[config.mk]
export PLATFORM = sky130hd
export DESIGN_NAME = bcd_count_compare_flat
export DESIGN_NICKNAME = d
export VERILOG_FILES = /design/src/rtl/bcd_pkg.sv /design/src/rtl/bcd_count_compare_if.sv /design/src/rtl/bcd_digit.sv /design/src/rtl/bcd_count_compare.sv /design/src/flat_wrapper.sv
export SDC_FILE = /design/constraint.sdc
export NUM_CORES = 1
export LEC_CHECK = 0
export CAP_MARGIN = 40
export CORE_MARGIN = 2
export CORE_UTILIZATION = 47
export DETAILED_ROUTE_END_ITERATION = 6
export MAX_ROUTING_LAYER = met4
export PLACE_DENSITY = 0.86
export SYNTH_ARGS = -nofsm -noshare
export SYNTH_HDL_FRONTEND = slang
export SYNTH_SLANG_ARGS = --single-unit
[constraint.sdc]
create_clock -name clk -period 2.4 [get_ports clk]
set_input_delay 0.48 -clock clk [delete_from_list [all_inputs] [get_ports clk]]
set_output_delay 0.48 -clock clk [all_outputs]
set_load 0.005 [all_outputs]
[src/rtl/bcd_pkg.sv]
// Shared BCD definitions: digit width, FSM encoding and digit-wise helpers
// used by the counter/comparator and its digit slices.
package bcd_pkg;

  localparam int       BCD_W   = 4;
  localparam logic [3:0] BCD_MAX = 4'd9;
  localparam int       MAX_DIGITS = 8;

  typedef enum logic [1:0] {
    IDLE = 2'd0,
    RUN  = 2'd1,
    HOLD = 2'd2
  } state_t;

  // MSD-first compare: the first unequal digit decides, all-equal counts as >=.
  function automatic logic bcd_ge(input logic [31:0] a, input logic [31:0] b,
                                  input int digits);
    logic decided;
    logic ge;
    decided = 1'b0;
    ge      = 1'b1;
    for (int i = MAX_DIGITS - 1; i >= 0; i--) begin
      if (i < digits && !decided && a[4*i +: 4] != b[4*i +: 4]) begin
        decided = 1'b1;
        ge      = a[4*i +: 4] > b[4*i +: 4];
      end
    end
    return ge;
  endfunction

  function automatic logic bcd_valid(input logic [31:0] v, input int digits);
    logic ok;
    ok = 1'b1;
    for (int i = 0; i < MAX_DIGITS; i++) begin
      if (i < digits && v[4*i +: 4] > BCD_MAX) ok = 1'b0;
    end
    return ok;
  endfunction

endpackage

[src/rtl/bcd_count_compare_if.sv]
// Control/status bundle between the keypad/threshold side and the
// BCD counter/comparator.
interface bcd_count_compare_if #(parameter int DIGITS = 4);

  logic [4*DIGITS-1:0] thr;
  logic                load;
  logic                start;
  logic                stop;
  logic                mode;
  logic [4*DIGITS-1:0] cnt;
  logic                hit;
  logic                done;
  logic                busy;
  logic                err;

  modport master (
    output thr, load, start, stop, mode,
    input  cnt, hit, done, busy, err
  );

  modport slave (
    input  thr, load, start, stop, mode,
    output cnt, hit, done, busy, err
  );

endinterface

[src/rtl/bcd_digit.sv]
// One BCD digit of the ripple counter: counts 0..9 when enabled and the
// carry-in is set, and raises carry-out while passing 9.
module bcd_digit
  import bcd_pkg::*;
(
  input  logic             clk,
  input  logic             rst_n,
  input  logic             clr,
  input  logic             en,
  input  logic             cin,
  output logic [BCD_W-1:0] q,
  output logic             cout
);

  // NOTE: sequential state is updated with non-blocking assignments only, so
  // every flop samples pre-edge values regardless of process order.
  always_ff @(posedge clk or negedge rst_n) begin
    if (!rst_n) begin
      q <= '0;
    end else if (clr) begin
      q <= '0;
    end else if (en && cin) begin
      q <= (q == BCD_MAX) ? '0 : q + 4'd1;
    end
  end

  assign cout = cin && (q == BCD_MAX);

endmodule

[src/rtl/bcd_count_compare.sv]
// N-digit BCD up-counter with loadable threshold, MSD-first BCD compare and
// a one-cycle DONE pulse per match; MODE selects hold or auto-restart.
module bcd_count_compare
  import bcd_pkg::*;
#(
  parameter int DIGITS = 4
) (
  input logic                clk,
  input logic                rst_n,
  bcd_count_compare_if.slave bus
);

  localparam int W = BCD_W * DIGITS;

  state_t         state_q, state_d;
  logic [W-1:0]   thr_q, thr_d;
  logic           err_q, err_d;
  logic           done_q, done_d;
  logic           cnt_clr, cnt_inc;
  logic [W-1:0]   cnt_q;
  logic [DIGITS:0] carry;
  logic           hit;
  logic           thr_ok;
  logic           can_load;

  assign carry[0] = 1'b1;

  for (genvar i = 0; i < DIGITS; i++) begin : g_digit
    bcd_digit u_digit (
      .clk   (clk),
      .rst_n (rst_n),
      .clr   (cnt_clr),
      .en    (cnt_inc),
      .cin   (carry[i]),
      .q     (cnt_q[BCD_W*i +: BCD_W]),
      .cout  (carry[i+1])
    );
  end

  assign hit      = bcd_ge(32'(cnt_q), 32'(thr_q), DIGITS);
  assign thr_ok   = bcd_valid(32'(bus.thr), DIGITS);
  assign can_load = (state_q != RUN);

  // Priority STOP > START > LOAD, except a START+LOAD pair outside RUN where
  // the load is judged first and an invalid threshold drops the start.
  always_comb begin
    // NOTE: every combinational output gets a default first so no path
    // leaves it unassigned, which would otherwise infer a latch.
    state_d = state_q;
    thr_d   = thr_q;
    err_d   = err_q;
    done_d  = 1'b0;
    cnt_clr = 1'b0;
    cnt_inc = 1'b0;

    if (bus.stop) begin
      state_d = IDLE;
    end else if (bus.start && bus.load && can_load) begin
      if (thr_ok) begin
        thr_d   = bus.thr;
        err_d   = 1'b0;
        cnt_clr = 1'b1;
        state_d = RUN;
      end else begin
        err_d = 1'b1;
      end
    end else if (bus.start && !err_q) begin
      cnt_clr = 1'b1;
      state_d = RUN;
    end else if (bus.load && can_load) begin
      if (thr_ok) begin
        thr_d = bus.thr;
        err_d = 1'b0;
      end else begin
        err_d = 1'b1;
      end
    end else if (state_q == RUN) begin
      if (hit) begin
        done_d = 1'b1;
        if (bus.mode) cnt_clr = 1'b1;
        else          state_d = HOLD;
      end else begin
        cnt_inc = 1'b1;
      end
    end
  end

  always_ff @(posedge clk or negedge rst_n) begin
    if (!rst_n) begin
      state_q <= IDLE;
      thr_q   <= '0;
      err_q   <= 1'b0;
      done_q  <= 1'b0;
    end else begin
      state_q <= state_d;
      thr_q   <= thr_d;
      err_q   <= err_d;
      done_q  <= done_d;
    end
  end

  assign bus.cnt  = cnt_q;
  assign bus.hit  = hit;
  assign bus.done = done_q;
  assign bus.busy = (state_q == RUN);
  assign bus.err  = err_q;

endmodule

[src/flat_wrapper.sv]
// flat-port wrapper written by rule: the top's interface ports become plain ports
module bcd_count_compare_flat import bcd_pkg::*;
#(
  parameter int DIGITS = 4
)
  (clk, rst_n, bus_thr, bus_load, bus_start, bus_stop, bus_mode, bus_cnt, bus_hit, bus_done, bus_busy, bus_err);
  bcd_count_compare_if #(.DIGITS(DIGITS)) bus_i ();
  input logic clk;
  input logic rst_n;
  input wire logic [$bits(bus_i.thr)-1:0] bus_thr;
  input wire logic [$bits(bus_i.load)-1:0] bus_load;
  input wire logic [$bits(bus_i.start)-1:0] bus_start;
  input wire logic [$bits(bus_i.stop)-1:0] bus_stop;
  input wire logic [$bits(bus_i.mode)-1:0] bus_mode;
  output wire logic [$bits(bus_i.cnt)-1:0] bus_cnt;
  output wire logic [$bits(bus_i.hit)-1:0] bus_hit;
  output wire logic [$bits(bus_i.done)-1:0] bus_done;
  output wire logic [$bits(bus_i.busy)-1:0] bus_busy;
  output wire logic [$bits(bus_i.err)-1:0] bus_err;
  assign bus_i.thr = bus_thr;
  assign bus_i.load = bus_load;
  assign bus_i.start = bus_start;
  assign bus_i.stop = bus_stop;
  assign bus_i.mode = bus_mode;
  assign bus_cnt = bus_i.cnt;
  assign bus_hit = bus_i.hit;
  assign bus_done = bus_i.done;
  assign bus_busy = bus_i.busy;
  assign bus_err = bus_i.err;
  bcd_count_compare #(.DIGITS(DIGITS)) u_core (.clk(clk), .rst_n(rst_n), .bus(bus_i));
endmodule
==> results.json, run 1 <==
{
  "cts_tree": "built",
  "die_h_um": 71.94,
  "fin_setup_tns_ns": -4.129,
  "clockBufferDepth": 2,
  "dp.cells": 359,
  "ys_ff_latch": 36,
  "synth-xor-area-share_pct": 0.8074,
  "postSynthAreaPerCell_sq_um": 9.002,
  "synthAdderAreaFrac_pct": 13.84,
  "crit_buf_inv": 1,
  "first_iter_violations": 246,
  "root_buffer": "clkbuf_8",
  "powerDensity_mw_per_mm2": 753.7,
  "start_util_pct": 49.15,
  "finalClockSkew_ns": 0.008950,
  "coreArea_sq_mm": 0.004414,
  "cp.arrival_ns": 2.96,
  "start_kind": "register",
  "finalHoldViolations": 0,
  "diodes": 0,
  "synth_ff_type": "dfrtp_1",
  "grt_max_degree": 37,
  "min-delay-start": "u_core.thr_q[0]",
  "ir_worst_vdd_mv": 0.6855,
  "syn-num-nets": 287,
  "antenna_left": 0,
  "cts.clk_slew.worst_paths_ns": 0.07,
  "grtUsageTotal_pct": 25.87,
  "path_cells": "ha_4 > nand4_1 > a2111oi_4 > o21ai_2 > a31oi_2 > buf_4 > nand3_4 > or4b_4 > a21oi_2",
  "avgRoutedWirePerCell_um": 19.02,
  "io_buffer_count": 41,
  "status": "finished with violations",
  "synth_compound_area_share_pct": 15.69,
  "hold_path_class": "register to register",
  "drc": 0,
  "leakagePower_nw": 1.472,
  "worstSetupPathType": "register to register",
  "async_flop_share_pct": 100.0,
  "violations": "negative setup slack",
  "yosysUniqueCellTypes": 40,
  "yosysSeqAreaShare_pct": 41.52,
  "min_period_ns": 2.728,
  "worstPathRequired_ns": 2.63,
  "place_area_sq_mm": 0.002845,
  "setup_slack_ns": -0.3276,
  "fillers": 291,
  "critPathSlowestCell": "or4b_4",
  "drt-total-wl_mm": 7.208,
  "first_global_vias": 2043,
  "fp.dieW_um": 71.94,
  "place_congestion": 0.8208,
  "hold_slack_ns": 0.5127,
  "final_area_sq_mm": 0.003341,
  "reg2reg_from": "u_core.g_digit[2].u_digit.q[1]",
  "yosys_warnings": 0,
  "cts_sinks": 36,
  "drive_above_1_share_pct": 29.66,
  "rsz0062_at_grt": "yes",
  "end_kind": "register",
  "synth_edf_count": 0,
  "io_pins": 42,
  "yosys.area_share.simple_pct": 20.18,
  "vias_per_cell": 5.836,
  "postSynthCellCount": 241,
  "clkLatencyLatePin_ns": 0.31,
  "final_cell_count_no_fill": 379,
  "holdBufCountCts": 0,
  "worstMarginPinSlew_ns": 0.5580,
  "place_hpwl_mm": 4.052,
  "dieArea_sq_mm": 0.005175,
  "relSlewSlack_pct": 62.67,
  "num_vias": 2212,
  "regToRegEndpoint": "u_core.g_digit[2].u_digit.q[2]",
  "grt_overflow": 0,
  "reg2reg_depth": 9,
  "cts_max_level": 2,
  "antenna_found_initial": 0,
  "synth_top_family_by_area": "simple AND/OR/NAND/NOR gates",
  "holdPathEnd": "u_core.thr_q[0]",
  "syn_area_sq_mm": 0.002170,
  "slowest_delay_ns": 0.53,
  "finalSetupViolCount": 17,
  "muxShareOfSynthArea_pct": 2.076,
  "syn2layout_area_growth_pct": 53.98,
  "cp_top_family": "compound AO/OA/AOI/OAI gates",
  "cts_buffers": 5,
  "firstDrtPassIters": 5,
  "cap_violations": 0,
  "fin_nets": 372,
  "grt_pass1_wl_mm": 9.763,
  "rows": 24,
  "rrSetupSlack_ns": -0.33,
  "timing.final.crit_share_pct": 113.6,
  "path_max_fanout": 7,
  "clock.fmax_ghz": 0.3666,
  "hold_depth": 1,
  "place_ws_ns": -0.1943,
  "drv_slew": 0
}
==> cells in the mapped netlist, types with 2 or more instances <==
| master | instances | area [sq um] |
|---|---|---|
| a21o_1 | 2 | 15.01 |
| a21oi_1 | 18 | 90.09 |
| a31oi_1 | 3 | 18.77 |
| and3_1 | 2 | 12.51 |
| clkbuf_1 | 3 | 11.26 |
| dfrtp_1 | 36 | 900.9 |
| ha_1 | 24 | 300.3 |
| inv_1 | 26 | 97.59 |
| mux2_2 | 4 | 45.04 |
| nand2_1 | 32 | 120.1 |
| nand2b_1 | 3 | 18.77 |
| nand3_1 | 6 | 30.03 |
| nand3b_1 | 2 | 15.01 |
| nand4_1 | 5 | 31.28 |
| nor2_1 | 13 | 48.80 |
| nor2b_1 | 4 | 25.02 |
| nor3_1 | 4 | 20.02 |
| nor3b_1 | 2 | 15.01 |
| o211ai_1 | 2 | 15.01 |
| o21ai_0 | 23 | 115.1 |
| or3_1 | 7 | 43.79 |
| or3_2 | 2 | 15.01 |
==> through the flow <==
stage,power (mW),util (%)
after floorplan,1.179,-
after global placement,1.471,64.46
after detailed placement,1.518,64.46
after CTS,2.339,71.68
after global routing,2.632,75.68
final,2.518,75.68
==> report_power, final <==
part	total (mW)	switching (mW)	internal, mW
Combinational	0.961	0.504	0.457
Clock	0.765	0.245	0.520
Sequential	0.791	0.0624	0.729
Total	2.52	0.812	1.71
==> placed cells by master (no fill, tap or decap), drive strengths merged, types with 3 or more instances in the layout <==
cell type      Yosys  final
ha                24     24
nand2             32     32
mux2               4      4
clkbuf             3      5
a21oi             18     18
nand3              7      7
nor2b              4      4
inv               26     26
buf                2     43
or3                9      9
nor2              13     13
dfrtp             36     36
nand2b             4      4
bufinv             0      3
o21ai             24     24
nor3               4      4
clkdlybuf4s50      0     40
nand4              5      5
a31oi              4      4
==> sequential cells by signal, indices dropped and copies added, names as in the netlist <==
signal	count
u_core.bus.err	1
u_core.g_digit.u_digit.q	16
u_core.thr_q	16
u_core.state_q	2
u_core.bus.done	1
==> layer usage <==
metal	GRT usage [%]	wire length, um
met1	30.30	2787
met2	44.03	3662
met3	6.111	418
met4	8.386	340
met5	-	0
==> layout make-up <==
cell class	count	area [sq um]	area share [%]
clock buffers	5	68.82	2.060
inverters	26	97.59	2.921
flip-flops and latches	36	900.9	26.97
multi-input cells	174	1374	41.12
clock inverters	3	90.09	2.697
well taps	52	65.06	1.948
repair buffers	83	744.5	22.28
==> kinds of logic after synthesis <==
kind of cell    Yosys count
simple gates             86
flops                    36
xor+xnor                  2
buf+inv                  31
mux                       4
compound gates           58
fa+ha+maj                24
==> what timing repair did <==
| item | CTS | global route |
|---|---|---|
| buffers inserted | 8 | 4 |
| pin swaps | 11 | 15 |
| gates resized for setup | 24 | 27 |
| endpoints found under the setup margin | 17 | 18 |
==> worst register-to-register path: cells and delay by family (launching register included) <==
kind                     cells  cell delay, ns
AO/OA/AOI/OAI                4            0.90
buffers and inverters        1            0.20
AND/OR/NAND/NOR              3            0.84
adder cells (fa/ha/maj)      1            0.30
flip-flops                   1            0.43
==> worst max-delay path by stage <==
stage,start,end,slack [ns],depth (start not counted)
floorplan,u_core.g_digit[2].u_digit.q[0],u_core.g_digit[2].u_digit.q[2],0.02,9
global placement,u_core.g_digit[2].u_digit.q[3],bus_hit,-0.07,7
detailed placement,u_core.g_digit[2].u_digit.q[1],u_core.g_digit[2].u_digit.q[1],-0.19,9
CTS,u_core.thr_q[9],u_core.g_digit[2].u_digit.q[2],-0.03,11
global route,u_core.g_digit[2].u_digit.q[0],u_core.g_digit[2].u_digit.q[2],-0.37,10
finish,u_core.g_digit[2].u_digit.q[1],u_core.g_digit[2].u_digit.q[2],-0.33,9
No activity file was read; power rests on OpenSTA's default activity.
==> run 2: changes to the inputs <==
Settings changed: ABC_CLOCK_PERIOD_IN_PS set to 2500, CTS_CLUSTER_DIAMETER set to 200.
Clock period 2.4 ns to 2.5 ns, I/O delays scaled along.
==> run 2 against run 1 <==
The flow still finishes with violations (negative setup slack). Routed wire length is 7.5% lower. Clock-buffer cell count is 2 higher. Power is 14% lower. Flip-flop and latch count stayed put. Die area stayed put. Sequential power is 3.5% lower. Critical endpoint unchanged.
==> results.json, run 2 (synthesis gave the netlist of run 1 again) <==
{
  "status": "finished with violations",
  "violations": "negative setup slack",
  "cp.arrival_ns": 2.83,
  "first_global_vias": 2034,
  "min_period_ns": 2.592,
  "clock.fmax_ghz": 0.3857,
  "cts_max_level": 2,
  "ir_worst_vdd_mv": 0.4341,
  "setup_slack_ns": -0.09239,
  "rrSetupSlack_ns": -0.09,
  "powerDensity_mw_per_mm2": 683.6,
  "rsz0062_at_grt": "yes",
  "drt-total-wl_mm": 6.666,
  "num_vias": 2157,
  "drive_above_1_share_pct": 24.06,
  "final_cell_count_no_fill": 372,
  "hold_slack_ns": 0.5260,
  "path_cells": "ha_4 > nand3b_1 > a2111oi_2 > o21ai_1 > a31oi_2 > buf_6 > nand3_4 > or4b_1 > a21oi_1",
  "drc": 0,
  "holdBufCountCts": 0,
  "firstDrtPassIters": 4,
  "cts.clk_slew.worst_paths_ns": 0.08,
  "cp_top_family": "compound AO/OA/AOI/OAI gates",
  "finalHoldViolations": 0,
  "cts_sinks": 36,
  "place_hpwl_mm": 3.962,
  "clkLatencyLatePin_ns": 0.31,
  "leakagePower_nw": 1.401,
  "dp.cells": 358,
  "finalClockSkew_ns": 0.008055,
  "start_kind": "register",
  "worstSetupPathType": "register to register",
  "cts_buffers": 5,
  "coreArea_sq_mm": 0.004414,
  "io_buffer_count": 41,
  "end_kind": "register",
  "layout_commonest_cell": "clkdlybuf4s50_1",
  "root_buffer": "clkbuf_8",
  "timing.final.crit_share_pct": 103.7,
  "antenna_found_initial": 0,
  "grt_max_degree": 37,
  "avgRoutedWirePerCell_um": 17.92,
  "fp.dieW_um": 71.94,
  "vias_per_cell": 5.798,
  "place_congestion": 0.8174,
  "drv_slew": 0,
  "grtUsageTotal_pct": 24.18,
  "cts_tree": "built",
  "worstMarginPinSlew_ns": 0.5305,
  "grt_overflow": 0,
  "start_util_pct": 49.15,
  "io_pins": 42,
  "rows": 24,
  "final_cell_mix": "clkdlybuf4s50_1 (40), dfrtp_1 (35), buf_4 (32)",
  "fillers": 315,
  "reg_top3": "u_core.g_digit.u_digit.q: 16 flops, u_core.thr_q: 16 flops, u_core.state_q: 2 flops",
  "relSlewSlack_pct": 64.50,
  "die_h_um": 71.94,
  "diodes": 0,
  "fin_nets": 365,
  "critPathSlowestCell": "or4b_1",
  "dieArea_sq_mm": 0.005175,
  "grt_pass1_wl_mm": 9.287,
  "first_iter_violations": 195,
  "slowest_delay_ns": 0.54,
  "clockBufferDepth": 2,
  "hold_path_class": "register to register",
  "cap_violations": 0,
  "crit_buf_inv": 1,
  "worstPathRequired_ns": 2.74,
  "finalSetupViolCount": 3,
  "path_max_fanout": 8,
  "syn2layout_area_growth_pct": 46.42,
  "antenna_left": 0
}
run 2: metrics by stage:
stage	total power [mW]	setup TNS, ns	setup WS (ns)	cell area (sq um)	util, %
floorplan	1.132	0	0.1241	2170	-
global placement	1.408	0	0.02298	2838	64.29
detailed placement	1.454	-0.2519	-0.05404	2838	64.29
CTS	2.059	0	0.005935	3032	68.68
global route	2.295	-0.7578	-0.1894	3177	71.97
finish	2.172	-0.1226	-0.09239	3177	71.97
run 2: area by class of cell:
type	count	area [sq um]	share of cell area [%]
clock inverter	1	30.03	0.9453
timing repair buffer	76	675.6	21.27
clock buffer	7	96.34	3.033
sequential	36	902.1	28.40
multi-input combinational	174	1310	41.24
inverter	26	97.59	3.072
tap	52	65.06	2.048
run 2: power breakdown:
group          internal, mW  switching [mW]
Combinational         0.408           0.418
Clock                 0.352           0.231
Sequential            0.700          0.0635
Total                  1.46           0.712
run 2: worst paths after layout:
| check | start | cells past startpoint | end |
|---|---|---|---|
| min in group asynchronous | rst_n | 2 | u_core.g_digit[3].u_digit.q[0] |
| worst max-delay path | u_core.g_digit[1].u_digit.q[2] | 9 | u_core.g_digit[2].u_digit.q[2] |
| worst min-delay path | u_core.thr_q[0] | 1 | u_core.thr_q[0] |
| max in group asynchronous | rst_n | 2 | u_core.g_digit[1].u_digit.q[3] |
| worst max register to register | u_core.g_digit[1].u_digit.q[2] | 9 | u_core.g_digit[2].u_digit.q[2] |
| worst min register to register | u_core.thr_q[0] | 1 | u_core.thr_q[0] |
run 2: timing repair:
| item | in CTS | in global routing |
|---|---|---|
| pin swaps | 7 | 10 |
| setup buffers | 4 | 2 |
| gates cloned | 1 | 0 |
| gates resized for setup | 7 | 31 |
| endpoints found under the setup margin | 9 | 19 |
| endpoints found under the hold margin | 0 | 0 |
run 2: routing by layer:
layer	vias up	GRT usage, %	part of all wire, %
met5	-	-	0
met4	0	8.386	4.3
met3	32	4.583	7.2
met2	104	40.64	49
met1	1030	29.27	40
li1	991	-	-
==> run 3: changes to the inputs <==
Settings changed: CORE_UTILIZATION 47 to 32, PLACE_DENSITY 0.86 to 0.66.
==> run 3 against run 2 <==
The flow now finishes without violations. Sequential share of layout area rose by 0.64 points. Hold slack lost 0.0036 ns. Power down 10%. Via count down 8.8%. Combinational power is 8.6% lower. Critical path type is now register to primary output. Highest routed layer unchanged.
==> results.json, run 3 (synthesis gave the netlist of run 1 again) <==
{
  "status": "complete, no violations",
  "root_buffer": "clkbuf_8",
  "worstPathRequired_ns": 2.00,
  "cts.clk_slew.worst_paths_ns": 0.07,
  "drv_slew": 0,
  "rsz0062_at_grt": "yes",
  "first_iter_violations": 90,
  "dp.cells": 386,
  "min_period_ns": 2.441,
  "final_core_util_pct": 46.44,
  "clock.fmax_ghz": 0.4096,
  "rrSetupSlack_ns": 0.07,
  "reg2reg_from": "u_core.g_digit[1].u_digit.q[3]",
  "place_hpwl_mm": 4.148,
  "hold_slack_ns": 0.5224,
  "finalHoldViolations": 0,
  "start_util_pct": 32.47,
  "cts_buffers": 5,
  "cap_violations": 0,
  "path_max_fanout": 2,
  "reg_top3": "u_core.g_digit.u_digit.q: 16 flops, u_core.thr_q: 16 flops, u_core.state_q: 2 flops",
  "finalClockSkew_ns": 0.007728,
  "reg2reg_depth": 9,
  "end_kind": "primary output",
  "cts_tree": "built",
  "start_kind": "register",
  "first_global_vias": 1920,
  "holdBufCountCts": 0,
  "ir_worst_vdd_mv": 0.2102,
  "clockBufferDepth": 2,
  "cts_sinks": 36,
  "setup.worst_path.end": "bus_hit",
  "clkLatencyLatePin_ns": 0.30,
  "io_buffer_count": 41,
  "grtUsageTotal_pct": 16.53,
  "relSlewSlack_pct": 64.76,
  "num_vias": 1968,
  "drt-total-wl_mm": 5.541,
  "firstDrtPassIters": 4,
  "total_power_mw": 1.955,
  "fin_nets": 363,
  "timing.final.crit_share_pct": 97.65,
  "grt_overflow": 0,
  "cts_max_level": 2,
  "antenna_found_initial": 0,
  "powerDensity_mw_per_mm2": 630.0,
  "layout_commonest_cell": "clkdlybuf4s50_1",
  "worstMarginPinSlew_ns": 0.5266,
  "avgRoutedWirePerCell_um": 13.92,
  "grt_max_degree": 37,
  "place_congestion": 0.8231,
  "antenna_left": 0,
  "io_pins": 42,
  "rows": 30,
  "crit_path_start": "u_core.g_digit[1].u_digit.q[3]",
  "vias_per_cell": 4.945,
  "cp.arrival_ns": 1.94,
  "coreArea_sq_mm": 0.006681,
  "setup_slack_ns": 0.05884,
  "hold_path_class": "register to register",
  "grt_pass1_wl_mm": 9.273,
  "worstSetupPathType": "register to primary output",
  "final_cell_count_no_fill": 398,
  "final_area_sq_mm": 0.003103,
  "place_ws_ns": -0.1110,
  "final_cell_mix": "clkdlybuf4s50_1 (40), dfrtp_1 (36), nand2_1 (31), buf_4 (31), inv_1 (25)",
  "regToRegEndpoint": "u_core.g_digit[2].u_digit.q[2]",
  "fp.dieW_um": 86.34,
  "drc": 0,
  "diodes": 0,
  "fin_setup_tns_ns": 0,
  "place_area_sq_mm": 0.002873,
  "syn2layout_area_growth_pct": 43.02,
  "finalSetupViolCount": 0,
  "drive_above_1_share_pct": 20.44,
  "die_h_um": 86.34,
  "leakagePower_nw": 1.368,
  "dieArea_sq_mm": 0.007455
}
==> run 3: changes by cell type in the layout (fill, tap and decap cells not counted), sizes merged <==
cell / previous run / this run
buf: 34 / 33
clkinv: 0 / 2
bufinv: 1 / 0
clkbuf: 9 / 7
==> run 3: routing by layer <==
layer  wire [um]  up-vias  global-route usage (%)
met1        2490      947                   19.92
met4          74        0                   6.534
li1            -      984                       -
met2        2789       28                   27.27
met5           0        -                       -
met3         186        9                   3.238
==> run 3: worst min path at each step <==
stage / from / to / slack (ns) / cells after the start
floorplan: rst_n / u_core.bus.done / 0.20 / 0
global placement: u_core.thr_q[0] / u_core.thr_q[0] / 0.49 / 1
detailed placement: u_core.thr_q[8] / u_core.thr_q[8] / 0.51 / 1
CTS: u_core.thr_q[0] / u_core.thr_q[0] / 0.53 / 1
global route: u_core.thr_q[12] / u_core.thr_q[12] / 0.56 / 1
finish: u_core.thr_q[0] / u_core.thr_q[0] / 0.52 / 1
==> run 3: what timing repair did <==
item | in CTS | in global routing
endpoints found under the setup margin | 16 | 15
pin swaps | 8 | 1
setup buffers | 5 | 0
gates resized for setup | 12 | 7
==> run 3: critical path, stage by stage (launching register included) <==
cell and delay (ns):
dfrtp_1 0.41, ha_1 0.32, nand2_1 0.06, a2111oi_2 0.31
o21ai_1 0.14, a31oi_2 0.22, inv_1 0.07, clkbuf_2 0.11
==> run 3: area by class of cell <==
cell class | instances | area [sq um]
fillers | 644 | 3578
well taps | 80 | 100.1
repair buffers | 74 | 660.6
clock buffers | 6 | 82.58
flip-flops and latches | 36 | 900.9
inverters | 26 | 97.59
clock inverters | 2 | 10.01
multi-input cells | 174 | 1251
==> run 3: power by group <==
group / internal [mW] / total (mW) / switching, mW
clock network: 0.220 / 0.444 / 0.224
logic: 0.384 / 0.754 / 0.370
registers: 0.699 / 0.757 / 0.0578
